===== config.mk =====
export PLATFORM = sky130hd
export DESIGN_NAME = skin_bbox_detect_flat
export DESIGN_NICKNAME = d
export VERILOG_FILES = /design/src/rtl/skin_pkg.sv /design/src/rtl/skin_bbox_detect_if.sv /design/src/rtl/video_pos_counter.sv /design/src/rtl/skin_bbox_detect.sv /design/src/flat_wrapper.sv
export SDC_FILE = /design/constraint.sdc
export NUM_CORES = 1
export LEC_CHECK = 0
export BUFFER_PORTS_ARGS = -buffer_cell sky130_fd_sc_hd__buf_2
export CAP_MARGIN = 20
export CORE_UTILIZATION = 41
export CTS_CLUSTER_DIAMETER = 200
export DETAILED_ROUTE_END_ITERATION = 16
export GPL_TIMING_DRIVEN = 0
export SYNTH_ARGS = -nofsm -noshare
export SYNTH_HDL_FRONTEND = slang
export SYNTH_SLANG_ARGS = --single-unit

===== constraint.sdc =====
create_clock -name pixelclk -period 2 [get_ports pixelclk]
set_input_delay 0.2 -clock pixelclk [delete_from_list [all_inputs] [get_ports pixelclk]]
set_output_delay 0.2 -clock pixelclk [all_outputs]
set_load 0.01 [all_outputs]

===== src/rtl/skin_pkg.sv =====
// Shared types and defaults for the skin-tone bounding-box detector.
// bbox_t serves both as the running accumulator and the per-frame latched copy.
package skin_pkg;

    localparam int CW_DEF = 12;
    localparam int NW_DEF = 22;

    localparam logic [7:0] CB_MIN_DEF = 8'd77;
    localparam logic [7:0] CB_MAX_DEF = 8'd127;
    localparam logic [7:0] CR_MIN_DEF = 8'd133;
    localparam logic [7:0] CR_MAX_DEF = 8'd173;

    localparam logic [NW_DEF-1:0] MIN_PIX_DEF = 22'd64;

    localparam logic [23:0] BOX_COLOR_DEF = 24'hFF0000;
    localparam logic [23:0] MASK_ON       = 24'hFFFFFF;
    localparam logic [23:0] MASK_OFF      = 24'h000000;

    typedef struct packed {
        logic [CW_DEF-1:0] x_min;
        logic [CW_DEF-1:0] x_max;
        logic [CW_DEF-1:0] y_min;
        logic [CW_DEF-1:0] y_max;
        logic [NW_DEF-1:0] cnt;
    } bbox_t;

    // Empty box: min at all-ones and max at zero so the first hit wins both.
    function automatic bbox_t bbox_init();
        bbox_t b;
        b.x_min = '1;
        b.x_max = '0;
        b.y_min = '1;
        b.y_max = '0;
        b.cnt   = '0;
        return b;
    endfunction

endpackage


===== src/rtl/skin_bbox_detect_if.sv =====
// Video stream bundle into and out of the skin detector.
// master drives the i_ side (source), slave is the detector.
interface skin_bbox_detect_if;

    logic [23:0] i_ycbcr;
    logic [23:0] i_rgb;
    logic        i_hsync;
    logic        i_vsync;
    logic        i_de;
    logic        i_mode;

    logic [23:0] o_rgb;
    logic        o_hsync;
    logic        o_vsync;
    logic        o_de;
    logic        o_mask;

    modport master (
        output i_ycbcr, i_rgb, i_hsync, i_vsync, i_de, i_mode,
        input  o_rgb, o_hsync, o_vsync, o_de, o_mask
    );

    modport slave (
        input  i_ycbcr, i_rgb, i_hsync, i_vsync, i_de, i_mode,
        output o_rgb, o_hsync, o_vsync, o_de, o_mask
    );

endinterface


===== src/rtl/video_pos_counter.sv =====
// Pixel x/y position tracking and frame-start pulse detection.
// Outputs are registered so they line up with the detector's first stage.
module video_pos_counter #(
    parameter int   CW     = 12,
    parameter logic VS_POL = 1'b1
) (
    input  logic          clk,
    input  logic          rst_n,
    input  logic          i_vsync,
    input  logic          i_de,
    output logic [CW-1:0] o_x,
    output logic [CW-1:0] o_y,
    output logic          o_frame_start
);

    localparam logic [CW-1:0] ONE = CW'(1);

    logic [CW-1:0] x_q, x_d;
    logic [CW-1:0] y_q, y_d;
    logic [CW-1:0] xs_q, xs_d;
    logic [CW-1:0] ys_q, ys_d;
    logic          vs_q, vs_d;
    logic          de_q, de_d;
    logic          fs_q, fs_d;
    logic          fs;
    logic          de_fall;

    always_comb begin
        fs      = (i_vsync == VS_POL) && (vs_q != VS_POL);
        de_fall = de_q && !i_de;
        vs_d    = i_vsync;
        de_d    = i_de;
        x_d     = '0;
        if (i_de) begin
            x_d = (&x_q) ? x_q : x_q + ONE;
        end
        y_d = y_q;
        if (fs) begin
            y_d = '0;
        end else if (de_fall && !(&y_q)) begin
            y_d = y_q + ONE;
        end
        xs_d = x_q;
        ys_d = y_q;
        fs_d = fs;
    end

    // vs_q starts at the active level so a vsync already high at release is not an edge.
    always_ff @(posedge clk or negedge rst_n) begin
        if (!rst_n) begin
            x_q  <= '0;
            y_q  <= '0;
            xs_q <= '0;
            ys_q <= '0;
            vs_q <= VS_POL;
            de_q <= 1'b0;
            fs_q <= 1'b0;
        end else begin
            x_q  <= x_d;
            y_q  <= y_d;
            xs_q <= xs_d;
            ys_q <= ys_d;
            vs_q <= vs_d;
            de_q <= de_d;
            fs_q <= fs_d;
        end
    end

    assign o_x           = xs_q;
    assign o_y           = ys_q;
    assign o_frame_start = fs_q;

endmodule


===== src/rtl/skin_bbox_detect.sv =====
// Cb/Cr skin classifier with per-frame bounding box and overlay/mask output.
// Two-stage pipeline: classify + position, then accumulate + pixel select.
module skin_bbox_detect
    import skin_pkg::*;
#(
    parameter int              CW        = CW_DEF,
    parameter int              NW        = NW_DEF,
    parameter logic [7:0]      CB_MIN    = CB_MIN_DEF,
    parameter logic [7:0]      CB_MAX    = CB_MAX_DEF,
    parameter logic [7:0]      CR_MIN    = CR_MIN_DEF,
    parameter logic [7:0]      CR_MAX    = CR_MAX_DEF,
    parameter logic [NW-1:0]   MIN_PIX   = MIN_PIX_DEF,
    parameter logic [23:0]     BOX_COLOR = BOX_COLOR_DEF,
    parameter logic            VS_POL    = 1'b1
) (
    input  logic              pixelclk,
    input  logic              reset_n,
    skin_bbox_detect_if.slave vid,
    output logic              o_box_valid,
    output logic [CW-1:0]     o_x_min,
    output logic [CW-1:0]     o_x_max,
    output logic [CW-1:0]     o_y_min,
    output logic [CW-1:0]     o_y_max,
    output logic [NW-1:0]     o_pix_cnt
);

    localparam logic [NW-1:0] CNT_ONE = NW'(1);

    logic [7:0]    cb, cr;
    logic [CW-1:0] x_s1, y_s1;
    logic          fs_s1;

    logic [23:0] rgb_s1_q, rgb_s1_d;
    logic        hs_s1_q, hs_s1_d;
    logic        vs_s1_q, vs_s1_d;
    logic        de_s1_q, de_s1_d;
    logic        mode_s1_q, mode_s1_d;
    logic        skin_s1_q, skin_s1_d;

    bbox_t       acc_q, acc_d;
    bbox_t       box_q, box_d;
    logic        valid_q, valid_d;
    logic [23:0] rgb_q, rgb_d;
    logic        hs_q, vs_q, de_q, mask_q;

    logic on_x, on_y, in_x, in_y, border;

    video_pos_counter #(
        .CW     (CW),
        .VS_POL (VS_POL)
    ) u_pos (
        .clk           (pixelclk),
        .rst_n         (reset_n),
        .i_vsync       (vid.i_vsync),
        .i_de          (vid.i_de),
        .o_x           (x_s1),
        .o_y           (y_s1),
        .o_frame_start (fs_s1)
    );

    always_comb begin
        cb        = vid.i_ycbcr[15:8];
        cr        = vid.i_ycbcr[7:0];
        skin_s1_d = vid.i_de
                    && (cb >= CB_MIN) && (cb <= CB_MAX)
                    && (cr >= CR_MIN) && (cr <= CR_MAX);
        rgb_s1_d  = vid.i_rgb;
        hs_s1_d   = vid.i_hsync;
        vs_s1_d   = vid.i_vsync;
        de_s1_d   = vid.i_de;
        mode_s1_d = vid.i_mode;
    end

    always_comb begin
        acc_d   = acc_q;
        box_d   = box_q;
        valid_d = valid_q;
        // A skin pixel landing on the frame-start cycle is dropped on purpose.
        if (fs_s1) begin
            box_d   = acc_q;
            valid_d = (acc_q.cnt >= MIN_PIX);
            acc_d   = bbox_init();
        end else if (skin_s1_q) begin
            if (x_s1 < acc_q.x_min) acc_d.x_min = x_s1;
            if (x_s1 > acc_q.x_max) acc_d.x_max = x_s1;
            if (y_s1 < acc_q.y_min) acc_d.y_min = y_s1;
            if (y_s1 > acc_q.y_max) acc_d.y_max = y_s1;
            if (!(&acc_q.cnt)) acc_d.cnt = acc_q.cnt + CNT_ONE;
        end
    end

    always_comb begin
        on_x   = (x_s1 == box_q.x_min) || (x_s1 == box_q.x_max);
        on_y   = (y_s1 == box_q.y_min) || (y_s1 == box_q.y_max);
        in_x   = (x_s1 >= box_q.x_min) && (x_s1 <= box_q.x_max);
        in_y   = (y_s1 >= box_q.y_min) && (y_s1 <= box_q.y_max);
        border = (on_x && in_y) || (on_y && in_x);
        rgb_d  = rgb_s1_q;
        if (!de_s1_q) begin
            rgb_d = '0;
        end else if (mode_s1_q) begin
            rgb_d = skin_s1_q ? MASK_ON : MASK_OFF;
        end else if (valid_q && border) begin
            rgb_d = BOX_COLOR;
        end
    end

    always_ff @(posedge pixelclk or negedge reset_n) begin
        if (!reset_n) begin
            rgb_s1_q  <= '0;
            hs_s1_q   <= 1'b0;
            vs_s1_q   <= 1'b0;
            de_s1_q   <= 1'b0;
            mode_s1_q <= 1'b0;
            skin_s1_q <= 1'b0;
            acc_q     <= bbox_init();
            box_q     <= '0;
            valid_q   <= 1'b0;
            rgb_q     <= '0;
            hs_q      <= 1'b0;
            vs_q      <= 1'b0;
            de_q      <= 1'b0;
            mask_q    <= 1'b0;
        end else begin
            rgb_s1_q  <= rgb_s1_d;
            hs_s1_q   <= hs_s1_d;
            vs_s1_q   <= vs_s1_d;
            de_s1_q   <= de_s1_d;
            mode_s1_q <= mode_s1_d;
            skin_s1_q <= skin_s1_d;
            acc_q     <= acc_d;
            box_q     <= box_d;
            valid_q   <= valid_d;
            rgb_q     <= rgb_d;
            hs_q      <= hs_s1_q;
            vs_q      <= vs_s1_q;
            de_q      <= de_s1_q;
            mask_q    <= skin_s1_q;
        end
    end

    assign vid.o_rgb   = rgb_q;
    assign vid.o_hsync = hs_q;
    assign vid.o_vsync = vs_q;
    assign vid.o_de    = de_q;
    assign vid.o_mask  = mask_q;

    assign o_box_valid = valid_q;
    assign o_x_min     = box_q.x_min;
    assign o_x_max     = box_q.x_max;
    assign o_y_min     = box_q.y_min;
    assign o_y_max     = box_q.y_max;
    assign o_pix_cnt   = box_q.cnt;

endmodule


===== src/flat_wrapper.sv =====
// flat-port wrapper written by rule: the top's interface ports become plain ports
module skin_bbox_detect_flat import skin_pkg::*;
#(
    parameter int              CW        = CW_DEF,
    parameter int              NW        = NW_DEF,
    parameter logic [7:0]      CB_MIN    = CB_MIN_DEF,
    parameter logic [7:0]      CB_MAX    = CB_MAX_DEF,
    parameter logic [7:0]      CR_MIN    = CR_MIN_DEF,
    parameter logic [7:0]      CR_MAX    = CR_MAX_DEF,
    parameter logic [NW-1:0]   MIN_PIX   = MIN_PIX_DEF,
    parameter logic [23:0]     BOX_COLOR = BOX_COLOR_DEF,
    parameter logic            VS_POL    = 1'b1
)
  (pixelclk, reset_n, o_box_valid, o_x_min, o_x_max, o_y_min, o_y_max, o_pix_cnt, vid_i_ycbcr, vid_i_rgb, vid_i_hsync, vid_i_vsync, vid_i_de, vid_i_mode, vid_o_rgb, vid_o_hsync, vid_o_vsync, vid_o_de, vid_o_mask);
  skin_bbox_detect_if vid_i ();
  input  logic pixelclk;
  input  logic reset_n;
  output logic o_box_valid;
  output logic [CW-1:0] o_x_min;
  output logic [CW-1:0] o_x_max;
  output logic [CW-1:0] o_y_min;
  output logic [CW-1:0] o_y_max;
  output logic [NW-1:0] o_pix_cnt;
  input wire logic [$bits(vid_i.i_ycbcr)-1:0] vid_i_ycbcr;
  input wire logic [$bits(vid_i.i_rgb)-1:0] vid_i_rgb;
  input wire logic [$bits(vid_i.i_hsync)-1:0] vid_i_hsync;
  input wire logic [$bits(vid_i.i_vsync)-1:0] vid_i_vsync;
  input wire logic [$bits(vid_i.i_de)-1:0] vid_i_de;
  input wire logic [$bits(vid_i.i_mode)-1:0] vid_i_mode;
  output wire logic [$bits(vid_i.o_rgb)-1:0] vid_o_rgb;
  output wire logic [$bits(vid_i.o_hsync)-1:0] vid_o_hsync;
  output wire logic [$bits(vid_i.o_vsync)-1:0] vid_o_vsync;
  output wire logic [$bits(vid_i.o_de)-1:0] vid_o_de;
  output wire logic [$bits(vid_i.o_mask)-1:0] vid_o_mask;
  assign vid_i.i_ycbcr = vid_i_ycbcr;
  assign vid_i.i_rgb = vid_i_rgb;
  assign vid_i.i_hsync = vid_i_hsync;
  assign vid_i.i_vsync = vid_i_vsync;
  assign vid_i.i_de = vid_i_de;
  assign vid_i.i_mode = vid_i_mode;
  assign vid_o_rgb = vid_i.o_rgb;
  assign vid_o_hsync = vid_i.o_hsync;
  assign vid_o_vsync = vid_i.o_vsync;
  assign vid_o_de = vid_i.o_de;
  assign vid_o_mask = vid_i.o_mask;
  skin_bbox_detect #(.CW(CW), .NW(NW), .CB_MIN(CB_MIN), .CB_MAX(CB_MAX), .CR_MIN(CR_MIN), .CR_MAX(CR_MAX), .MIN_PIX(MIN_PIX), .BOX_COLOR(BOX_COLOR), .VS_POL(VS_POL)) u_core (.pixelclk(pixelclk), .reset_n(reset_n), .vid(vid_i), .o_box_valid(o_box_valid), .o_x_min(o_x_min), .o_x_max(o_x_max), .o_y_min(o_y_min), .o_y_max(o_y_max), .o_pix_cnt(o_pix_cnt));
endmodule

* Yosys cells after proc, flatten, opt, wreduce, memory -nomap -nowiden
Cells that the tools add are included.
** Storage, ports and cells
- Flip-flop bits (word level) :: 248
- Output and inout bits :: 99
- Memories kept :: 0
- RAM bits :: 0
- Bits in latches :: 0
- Memory bits (read-only) :: 0
** Cells by class
- Eq/ne operators :: 6
- Shifts and indexed selects :: 0
- Multiplexer cells :: 15
- Reductions and logical operators :: 31
- Divide/modulo/power cells :: 0
- $mul :: 0
- $add $sub $neg :: 3
- Magnitude comparators :: 13
- Bitwise operators :: 1
** Operator list (count)
- $mux W70 :: 2
- $mux W12 :: 8
- $mux W24 :: 4
- $eq A12 B12 Y1 :: 4
- $add A12 B1 Y12 const B :: 2
- $ge A12 B12 Y1 :: 2
- $gt A12 B12 Y1 :: 2
- $le A12 B12 Y1 :: 2
- $lt A12 B12 Y1 :: 2
- $reduce_and A12 Y1 :: 2
- $add A22 B1 Y22 const B :: 1
- $ge A22 B7 Y1 const B :: 1
- $mux W22 :: 1
- $reduce_and A22 Y1 :: 1
- $logic_and A1 B1 Y1 :: 12
- $reduce_bool A2 Y1 :: 6
- $reduce_and A2 Y1 :: 5
- $ge A8 B7 Y1 const B :: 1
- $ge A8 B8 Y1 const B :: 1
- $le A8 B7 Y1 const B :: 1
- $le A8 B8 Y1 const B :: 1
- $ne A2 B2 Y1 const B :: 2
- $logic_or A1 B1 Y1 :: 3
- $logic_not A1 Y1 :: 2
- $not A1 Y1 :: 1

* Depth between registers and ports, before layout
Gate-level depths: netlist of run 1.
- Depth after elaboration :: 8
- Depth in mapped cells :: 10

* Cells and area by module
Synthesis of run 1 repeated with hierarchy kept, for this count alone.
** Second synthesis, totals
- Cells, all modules :: 1121
- Area, all modules :: 12039.0 µm²
** Modules (own cells, without submodules)
- skin_bbox_detect :: cells each 962, area an instance 10062.2 µm², sequential area each 4984.8 µm², instances 1
- video_pos_counter :: cells each 159, area an instance 1976.9 µm², sequential area each 1277.5 µm², instances 1

* Worst setup path before layout of run 1
Ideal clock, no wire load.
- Kind :: register to register
- Start point :: reg u_core.box_q (netlist bit u_core.o_x_min[3])
- End point :: reg u_core.rgb_q[16] (netlist: u_core.vid.o_rgb[16])
- Path buffers :: 1
- Library setup time :: 0.119 ns
- Stages on the path, launching flop included :: 11
- Slack :: -0.177 ns
- Arrival time :: 2.058 ns
- Required time :: 1.881 ns
- Period minus slack after synthesis :: 2.177 ns
- Cells stage by stage :: dfrtp_1 -> inv_1 -> ha_1 -> nand3_1 -> a21oi_1 -> o31a_1 -> o41ai_1 -> o32ai_1 -> or2_1 -> buf_2 -> o21a_1
** On the way
- Cells in the longest elaborated chain, start to end :: 8
** Ends and longest elaborated chain
- start: declaration :: line skin_bbox_detect.sv:41 : bbox_t box_q, box_d;
- start signal: assignment :: line skin_bbox_detect.sv:132 : box_q <= box_d;
- $ge A12 B12 Y1 / $eq A12 B12 Y1 (equally long branches) :: line skin_bbox_detect.sv:95, skin_bbox_detect.sv:93
- $logic_and A1 B1 Y1 / $logic_or A1 B1 Y1 (equally long branches) :: line skin_bbox_detect.sv:95, skin_bbox_detect.sv:93
- $logic_and A1 B1 Y1 :: line skin_bbox_detect.sv:97 : border = (on_x && in_y) || (on_y && in_x);
- $logic_or A1 B1 Y1 (*) :: line skin_bbox_detect.sv:97
- $logic_and A1 B1 Y1 (*) :: line skin_bbox_detect.sv:103 : end else if (valid_q && border) begin
- $mux W24 (*) :: line skin_bbox_detect.sv:103
- $mux W24 (*) :: line skin_bbox_detect.sv:101 : end else if (mode_s1_q) begin
- $mux W24 (*) :: line skin_bbox_detect.sv:99 : if (!de_s1_q) begin
- net u_core.rgb_d[16] :: line skin_bbox_detect.sv:43 : logic [23:0] rgb_q, rgb_d;
- end signal: assignment :: line skin_bbox_detect.sv:134 : rgb_q <= rgb_d;
- end: declaration :: line skin_bbox_detect.sv:43
Mark *: on every way through the listed nets, which the timed path passes. The rest lies on a longest branch.
A chain may end at the register's enable or synchronous reset.

* Final worst setup path of run 1
- Start point :: reg u_core.u_pos.ys_q[0] (netlist: u_core.u_pos.o_y[0])
- End point :: reg u_core.rgb_q[17] (netlist: u_core.vid.o_rgb[17])
** On the way
- Cells in the longest elaborated chain, start to end :: 8
** Ends and longest elaborated chain
- start: declaration :: line video_pos_counter.sv:21 : logic [CW-1:0] ys_q, ys_d;
- start signal: assignment :: line video_pos_counter.sv:62 : ys_q <= ys_d;
- $ge A12 B12 Y1, or another cell as far along :: line skin_bbox_detect.sv:96 : in_y = (y_s1 >= box_q.y_min) && (y_s1 <= box_q.y_max);
- $logic_and A1 B1 Y1 / $logic_or A1 B1 Y1 (equally long branches) :: line skin_bbox_detect.sv:96, skin_bbox_detect.sv:94
- $logic_and A1 B1 Y1 :: line skin_bbox_detect.sv:97
- $logic_or A1 B1 Y1 (*) :: line skin_bbox_detect.sv:97
- $logic_and A1 B1 Y1 (*) :: line skin_bbox_detect.sv:103
- $mux W24 (*) :: line skin_bbox_detect.sv:103
- $mux W24 (*) :: line skin_bbox_detect.sv:101
- $mux W24 (*) :: line skin_bbox_detect.sv:99
- net u_core.rgb_d[17] :: line skin_bbox_detect.sv:43
Marked as above.

==> metrics.md, run 1 <==
| Metric | Value |
|---|---|
| Area growth syn-to-layout | 32.4% |
| Placed Cells | 1,612 |
| Critical path's slowest cell | dfrtp_1 |
| Asr flop ratio synth | 100% |
| Final Hold Vio Count | 0 |
| Port Buffers | 144 |
| Worst-margin pin slew | 708 ps |
| Crit path max fanout | 8 |
| Layout cells sized above 1 | 32.3% |
| DR WL/cell | 16.7 um |
| Htree depth | 1 |
| Final net count | 1,521 |
| CP top delay family | compound AO/OA/AOI/OAI gates |
| Most frequent cells in the layout | 194 x dfrtp_1, 144 x buf_2, 120 x nand2_1 |
| Final setup fails | 72 |
| Sequential area share after synthesis | 53.3% |
| Setup TNS | -18,870 ps |
| 1st-pass router iterations | 4 |
| DR iter-0 viols | 461 |
| Total Routing Usage GR | about a fifth |
| Worst EP arrival | 2840 ps |
| WHS | ~190 ps |
| CTS Buf Count | 27 |
| Vias/cell | approximately 5 |
| Vias in the first global route | between 8,000 and 9,000 |
| Most used flip-flop cell after synthesis | dfrtp_1 |
| Mapped Area | 11,700 um^2 |
| Total core area | 27,900 um^2 |
| Relative slew slack | 52.7% |
| Width of the die | 171 um |
| Leak | 7.76 nW |
| Antenna viol nets, final | 0 |
| Row count | 61 |
| Non-filler cells in the finished layout | 1,768 |
| GP Congestion | 0.840 |
| Syn_nets | 1,240 |
| Final core occ | 55.4% |
| Fill cells | 2,485 |
| Max Cap Viol | 0 |
| Hold/Removal Path Class | in2async |
| Post-DP HPWL | between 15,000 and 20,000 um |
| Worst Path Required | 2430 ps |
| Root buf cell | clkbuf_16 |
| CTS sink cnt | 248 |
| Inserted Diodes | 0 |
| Mean post-synth cell area | 10.8 um^2 |
| Max Root-Sink Buffers | 3 |
| Pwr dens | 757 nW/um^2 |
| Max Clock Skew | between 15 and 20 ps |
| Commonest non-fill, non-tap cell in the layout | dfrtp_1 |
| Initial antenna violation count | 0 |
| RSZ-0062 raised after global routing | true |
| Post-synth cell types | 58 |
| CTS tree | yes |
| Critical path class | reg2reg |
| Vias | 8,843 |
| Fin crit period | 2410 ps |
| Clock transition at path regs | roughly 60 ps |
| Failing checks | setup timing |
| Largest net degree at the start of global routing | ~110 |
| Gr ovfl total | 0 |
| Final Max Slew Viols | 0 |
| Worst-path cell chain | inv_2 > ha_1 > nand2b_1 > a21o_1 > a211o_1 > a21oi_4 > o32ai_4 > or2_1 > buf_6 > o21a_1 |
| Crit path largest cell delay | 420 ps |
| Worst setup SP type | register |
| Die H | approximately 170 um |
| Initial Util | a little over two fifths |
| Flops & latches, synth | 248 |
| Outcome | complete, but fails checks |
| Tcrit/Tclk final | 121% |
| Syn Inst Count | 1,088 |
| Ports | between 150 and 200 |
| First-pass GRT wire length | 45,900 um |
| DR DRC count | 0 |
| VDD IR-drop max | a little over 0.6 mV |
| Critical path buffers and inverters | 2 |
| Synth warn | 0 |
| Setup WS post-layout | -412 ps |
| EDFF count, synth | 0 |
| Fmax | between 400 and 500 MHz |
| Worst skew pair latency | approximately 540 ps |
| Pre-CTS setup slack | -989 ps |
| Post-Route WL | 29,500 um |
| Crit path capture type | register |
| Die area | 29,200 um^2 |
cells by family after synthesis:
kind of cell               synth area share (%)
adders and majority gates                  10.5
DFF                                        53.3
xor gates and xnor gates                   2.92
and+or+nand+nor                            12.9
AOI/OAI and AO/OA                          9.33
buffers and inverters                      4.56
muxes                                      6.53
routing by layer:
| metal | up-vias | GRT usage (%) | routed length (um) |
|---|---|---|---|
| li1 | 4264 | - | - |
| met1 | 4367 | 28.0 | 13700 |
| met2 | 162 | 33.0 | 14000 |
| met3 | 50 | 2.59 | 1210 |
| met4 | 0 | 5.36 | 638 |
| met5 | - | 0 | 0 |
power breakdown:
part,switching [mW],internal [mW],total [mW],leakage [nW]
clock network,2.01,2.94,4.95,0.445
logic,0.756,0.606,1.36,4.14
registers,0.152,5.26,5.41,3.17
final timing paths:
path	start	to	slack (ps)	cells after the start
worst min register to register	u_core.vs_s1_q$_DFF_PN0_	u_core.vid.o_vsync$_DFF_PN0_	350	0
max in group asynchronous	reset_n	u_core.u_pos.o_x[10]$_DFF_PN0_	860	3
min in group pixelclk	vid_i_rgb[15]	u_core.rgb_s1_q[15]$_DFF_PN0_	290	2
worst max-delay path	u_core.u_pos.o_y[0]$_DFF_PN0_	u_core.vid.o_rgb[17]$_DFF_PN0_	-410	10
worst max register to register	u_core.u_pos.o_y[0]$_DFF_PN0_	u_core.vid.o_rgb[17]$_DFF_PN0_	-410	10
worst min-delay path	reset_n	u_core.acc_q[20]$_DFFE_PN0P_	190	2
sequential cells by signal (all words and copies together), names as in the netlist, 22 cells and up:
| signal | cells |
|---|---|
| u_core.o_pix_cnt | 22 |
| u_core.rgb_s1_q | 24 |
| u_core.vid.o_rgb | 24 |
| u_core.acc_q | 70 |
cell usage after synthesis (all sizes together) (3+ instances only):
cell    instances  area share, %
nand3          21            1.0
mux2           26            2.5
nand2         122            3.9
and3           10           0.53
o211ai          3           0.19
buf             8           0.39
nor3           11           0.47
and2            4           0.21
nor2          101            3.3
and4            6           0.49
o21ai          54            2.3
mux2i          47            4.0
ha             98             10
a211o           6           0.45
xnor2          12           0.90
nand4          27            1.6
o21a           10           0.71
clkbuf         28           0.90
inv           102            3.3
nor2b           7           0.37
a21oi          31            1.3
nand2b          7           0.37
xor2           27            2.0
dfstp          25            5.6
a211oi          4           0.34
nor4            5           0.27
a221oi          3           0.22
o211a           3           0.26
dfrtp         223             48
a21o           35            2.2
layout make-up:
cell class              count  area, um^2  area share, %
multi-input cells         702        5480           35.4
repair buffers            252        1770           11.4
flip-flops and latches    248        6270           40.5
clock buffers              40         815           5.26
plain buffers              36         209           1.35
clock inverters            10        83.8          0.541
well taps                 378         473           3.05
inverters                 102         383           2.47
worst register-to-register path, delay by kind of cell, from the launching register on:
| family | cells | cell delay [ps] |
|---|---|---|
| AND/OR/NAND/NOR | 2 | 390 |
| flip-flops | 1 | 420 |
| adder cells (fa/ha/maj) | 1 | 290 |
| buffers and inverters | 2 | 220 |
| AO/OA/AOI/OAI | 5 | 1000 |
per-stage QoR:
| step | cell area, um^2 | total power [mW] |
|---|---|---|
| detailed placement | 13000 | 6.57 |
| global route | 15500 | 12.2 |
| CTS | 14900 | 11.7 |
| finish | 15500 | 11.7 |
| global placement | 12900 | 6.53 |
| floorplan | 11700 | 6.08 |
timing repair:
action,CTS,global route
gates resized for setup,85,77
cloned,4,1
endpoints found under the setup margin,163,131
pin swaps,27,30
buffers inserted,32,38
endpoints found under the hold margin,82,0
hold buffers,31,0
(Power assumes the default switching activity.)
==> run 2, diff against run 1 <==
- BUFFER_PORTS_ARGS: -buffer_cell sky130_fd_sc_hd__buf_2 -> unset
- DONT_BUFFER_PORTS: unset -> 1
==> run 2 against run 1 <==
Net effect: the run ends with hold timing, setup timing left; hold slack worse by 810 ps; non-clock buffer count is 162 lower; sequential power is 1% higher; wire length is 2.0% lower; cell count is 9.1% lower; fmax decreased by 2.1%; critical path depth is the same; cell area decreased by 5.3%; worst setup slack got worse by 53 ps; first-iteration DRC count grew 16%; utilization is 2.9 points lower; via count decreased by 7.2%.
==> metrics.md, run 2 (synthesis results as in run 1) <==
| Metric | Value |
|---|---|
| Post-DP HPWL | 18,800 um (-3.9%) |
| Die area | 29,200 um^2 (unchanged) |
| Final setup fails | 70 (-2.8%) |
| Critical path class | reg2reg |
| Switching share of power | 24.3% (-0.65 points) |
| Root buf cell | clkbuf_16 |
| WHS | -629 ps (-814 ps) |
| Crit path max fanout | 8 (unchanged) |
| Max Clock Skew | 25.7 ps (+8.24 ps) |
| Tcrit/Tclk final | 123% (+2.6 points) |
| Largest register FFs | 70 (unchanged) |
| Clock transition at path regs | 60 ps (about the same) |
| Worst EP arrival | 2910 ps (+70 ps) |
| Hold-fix buffers at CTS | 30 (-3.2%) |
| Htree depth | 1 (unchanged) |
| Fmax | 406 MHz (-2.1%) |
| Antenna viol nets, final | 0 (unchanged) |
| Overall power | 11.8 mW (+0.84%) |
| P_sw | 2.87 mW (-1.8%) |
| Int Pwr | 8.96 mW (+1.7%) |
| Sequential Power Share | 46.4% (+0.2 points) |
| DR DRC count | 0 (unchanged) |
| Vias | 8,202 (-7.2%) |
| Critical path's slowest cell | dfrtp_1 |
| DR iter-0 viols | 534 (+16%) |
| Failing checks | hold timing, setup timing |
| Die H | 171 um (unchanged) |
| Max Root-Sink Buffers | 3 (unchanged) |
| Worst-path cell chain | inv_2 > ha_1 > nand2b_1 > a21o_1 > a211o_1 > a21oi_2 > o32ai_4 > or2_1 > buf_6 > o21a_1 |
| Relative slew slack | 52.7% (+0.061 points) |
| Area growth syn-to-layout | 25.4% |
| Pwr dens | 807 nW/um^2 (+6.5%) |
| Inserted Diodes | 0 (unchanged) |
| Worst Path Required | 2440 ps (about the same) |
| GP Congestion | 0.810 (-3.6%) |
| Hold/Removal Path Class | in2async |
| Worst skew pair latency | 560 ps (+20 ps) |
| CTS Buf Count | 28 (+3.7%) |
| Leak | 6.94 nW (-11%) |
| Commonest non-fill, non-tap cell in the layout | dfrtp_1 |
| Vias/cell | 5.10 (+2.0%) |
| Initial antenna violation count | 0 (unchanged) |
| RSZ-0062 raised after global routing | true |
| Gr ovfl total | 0 (unchanged) |
| CTS sink cnt | 248 (unchanged) |
| Fin crit period | 2460 ps (+52.6 ps) |
| Most frequent cells in the layout | 186 x dfrtp_1, 119 x nand2_1, 98 x nor2_1 |
| Total Routing Usage GR | 20.0% (-0.11 points) |
| CTS tree | yes |
| Most flop-heavy register | u_core.acc_q |
| Setup TNS | -14,450 ps (+4420 ps) |
| Outcome | complete, but fails checks |
| Fill cells | 2,476 (-0.36%) |
| Width of the die | 171 um (unchanged) |
| Vias in the first global route | 8,240 (-4.9%) |
| 1st-pass router iterations | 5 (+1) |
| First-pass GRT wire length | 45,300 um (-1.4%) |
| R2R depth | 10 (unchanged) |
| VDD IR-drop max | 0.609 mV (-1.2%) |
| Largest net degree at the start of global routing | 249 (+120%) |
| DR WL/cell | 18.0 um (+7.8%) |
| Comb pwr share | 9.0% (-2.6 points) |
| Final net count | 1,360 (-11%) |
| Final Max Slew Viols | 0 (unchanged) |
| Layout cells sized above 1 | 24.7% (-7.6 points) |
| Final Hold Vio Count | 248 (+248) |
| Worst-margin pin slew | 707 ps (-0.916 ps) |
| Clock power frac | 44.6% (+2.4 points) |
| Total core area | 27,900 um^2 (unchanged) |
| Crit path largest cell delay | 430 ps (about the same) |
| Row count | 61 (unchanged) |
| Initial Util | 41.9% (unchanged) |
| Setup WS post-layout | -464 ps (-52.6 ps) |
| Crit path capture type | register |
| Max Cap Viol | 0 (unchanged) |
| Ports | 153 (unchanged) |
| Worst setup SP type | register |
| Port Buffers | 0 (-100%) |
| Pre-CTS setup slack | -982 ps (+6.66 ps) |
| Post-Route WL | 28,900 um (-2.0%) |
==> run 2: cell count changes in the layout (fill, tap and decap cells not counted), sizes merged <==
| cell | delta |
|---|---|
| buf | -161 |
| clkinvlp | -1 |
| dlygate4sd3 | -1 |
| bufinv | +2 |
| inv | -1 |
| clkinv | +1 |
==> run 2: final cells by class <==
cell class                      count  area (um^2)  area share, %
Clock buffer                       40          806           5.49
Timing Repair Buffer               90          842           5.74
Multi-Input combinational cell    702         5530           37.7
Clock inverter                     11          148           1.01
Inverter                          102          383           2.61
Buffer                             36          201           1.37
Sequential cell                   248         6280           42.8
Tap cell                          378          473           3.22
==> run 2: metal layers <==
layer / vias to the layer above / wire length [um] / global-route usage [%]
met3: 45 / 1750 / 4.35
met1: 4042 / 12900 / 26.7
li1: 3937 / - / -
met2: 178 / 13600 / 32.9
met4: 0 / 577 / 4.93
met5: - / 0 / 0
==> run 2: repair_timing <==
action | in CTS | in global routing
buffers inserted | 22 | 34
setup endpoints to repair | 162 | 116
gates cloned | 5 | 0
pin swaps | 32 | 28
endpoints found under the hold margin | 283 | 248
resized for setup | 92 | 86
==> run 2: critical path, delay by kind of cell, from the launching register on <==
family / cells / cell delay (ps)
AND/OR/NAND/NOR: 2 / 410
adder cells (fa/ha/maj): 1 / 290
AO/OA/AOI/OAI: 5 / 1040
buffers and inverters: 2 / 210
flip-flops: 1 / 430
==> run 2: metrics by stage <==
step,util (%),cell area (um^2),hold slack (ps),cells
global placement,43.7,12200,-81.9,1466
detailed placement,43.7,12200,-81.5,1466
finish,52.5,14700,-629,1607
global route,52.5,14700,-652,1607
floorplan,-,11700,-95.6,1088
CTS,50.4,14100,-660,1574
==> run 2: path summary, 6_finish.rpt <==
kind                                          startpoint  slack (ps)                             end
hold reg to reg                 u_core.hs_s1_q$_DFF_PN0_         360    u_core.vid.o_hsync$_DFF_PN0_
max in group asynchronous                        reset_n        2200  u_core.o_x_max[10]$_DFFE_PN0P_
setup reg to reg           u_core.u_pos.o_y[0]$_DFF_PN0_        -460  u_core.vid.o_rgb[22]$_DFF_PN0_
hold / removal                                   reset_n        -630    u_core.vid.o_vsync$_DFF_PN0_
min in group pixelclk                       vid_i_rgb[7]         200    u_core.rgb_s1_q[7]$_DFF_PN0_
setup / recovery           u_core.u_pos.o_y[0]$_DFF_PN0_        -460  u_core.vid.o_rgb[22]$_DFF_PN0_
==> run 2: power by group through the flow <==
stage | Clock, mW | Combinational [mW] | Sequential [mW]
global route | 5.58 | 1.18 | 5.52
detailed placement | 0 | 0.745 | 5.58
global placement | 0 | 0.727 | 5.58
CTS | 5.38 | 0.941 | 5.49
finish | 5.27 | 1.06 | 5.49
floorplan | 0 | 0.569 | 5.51
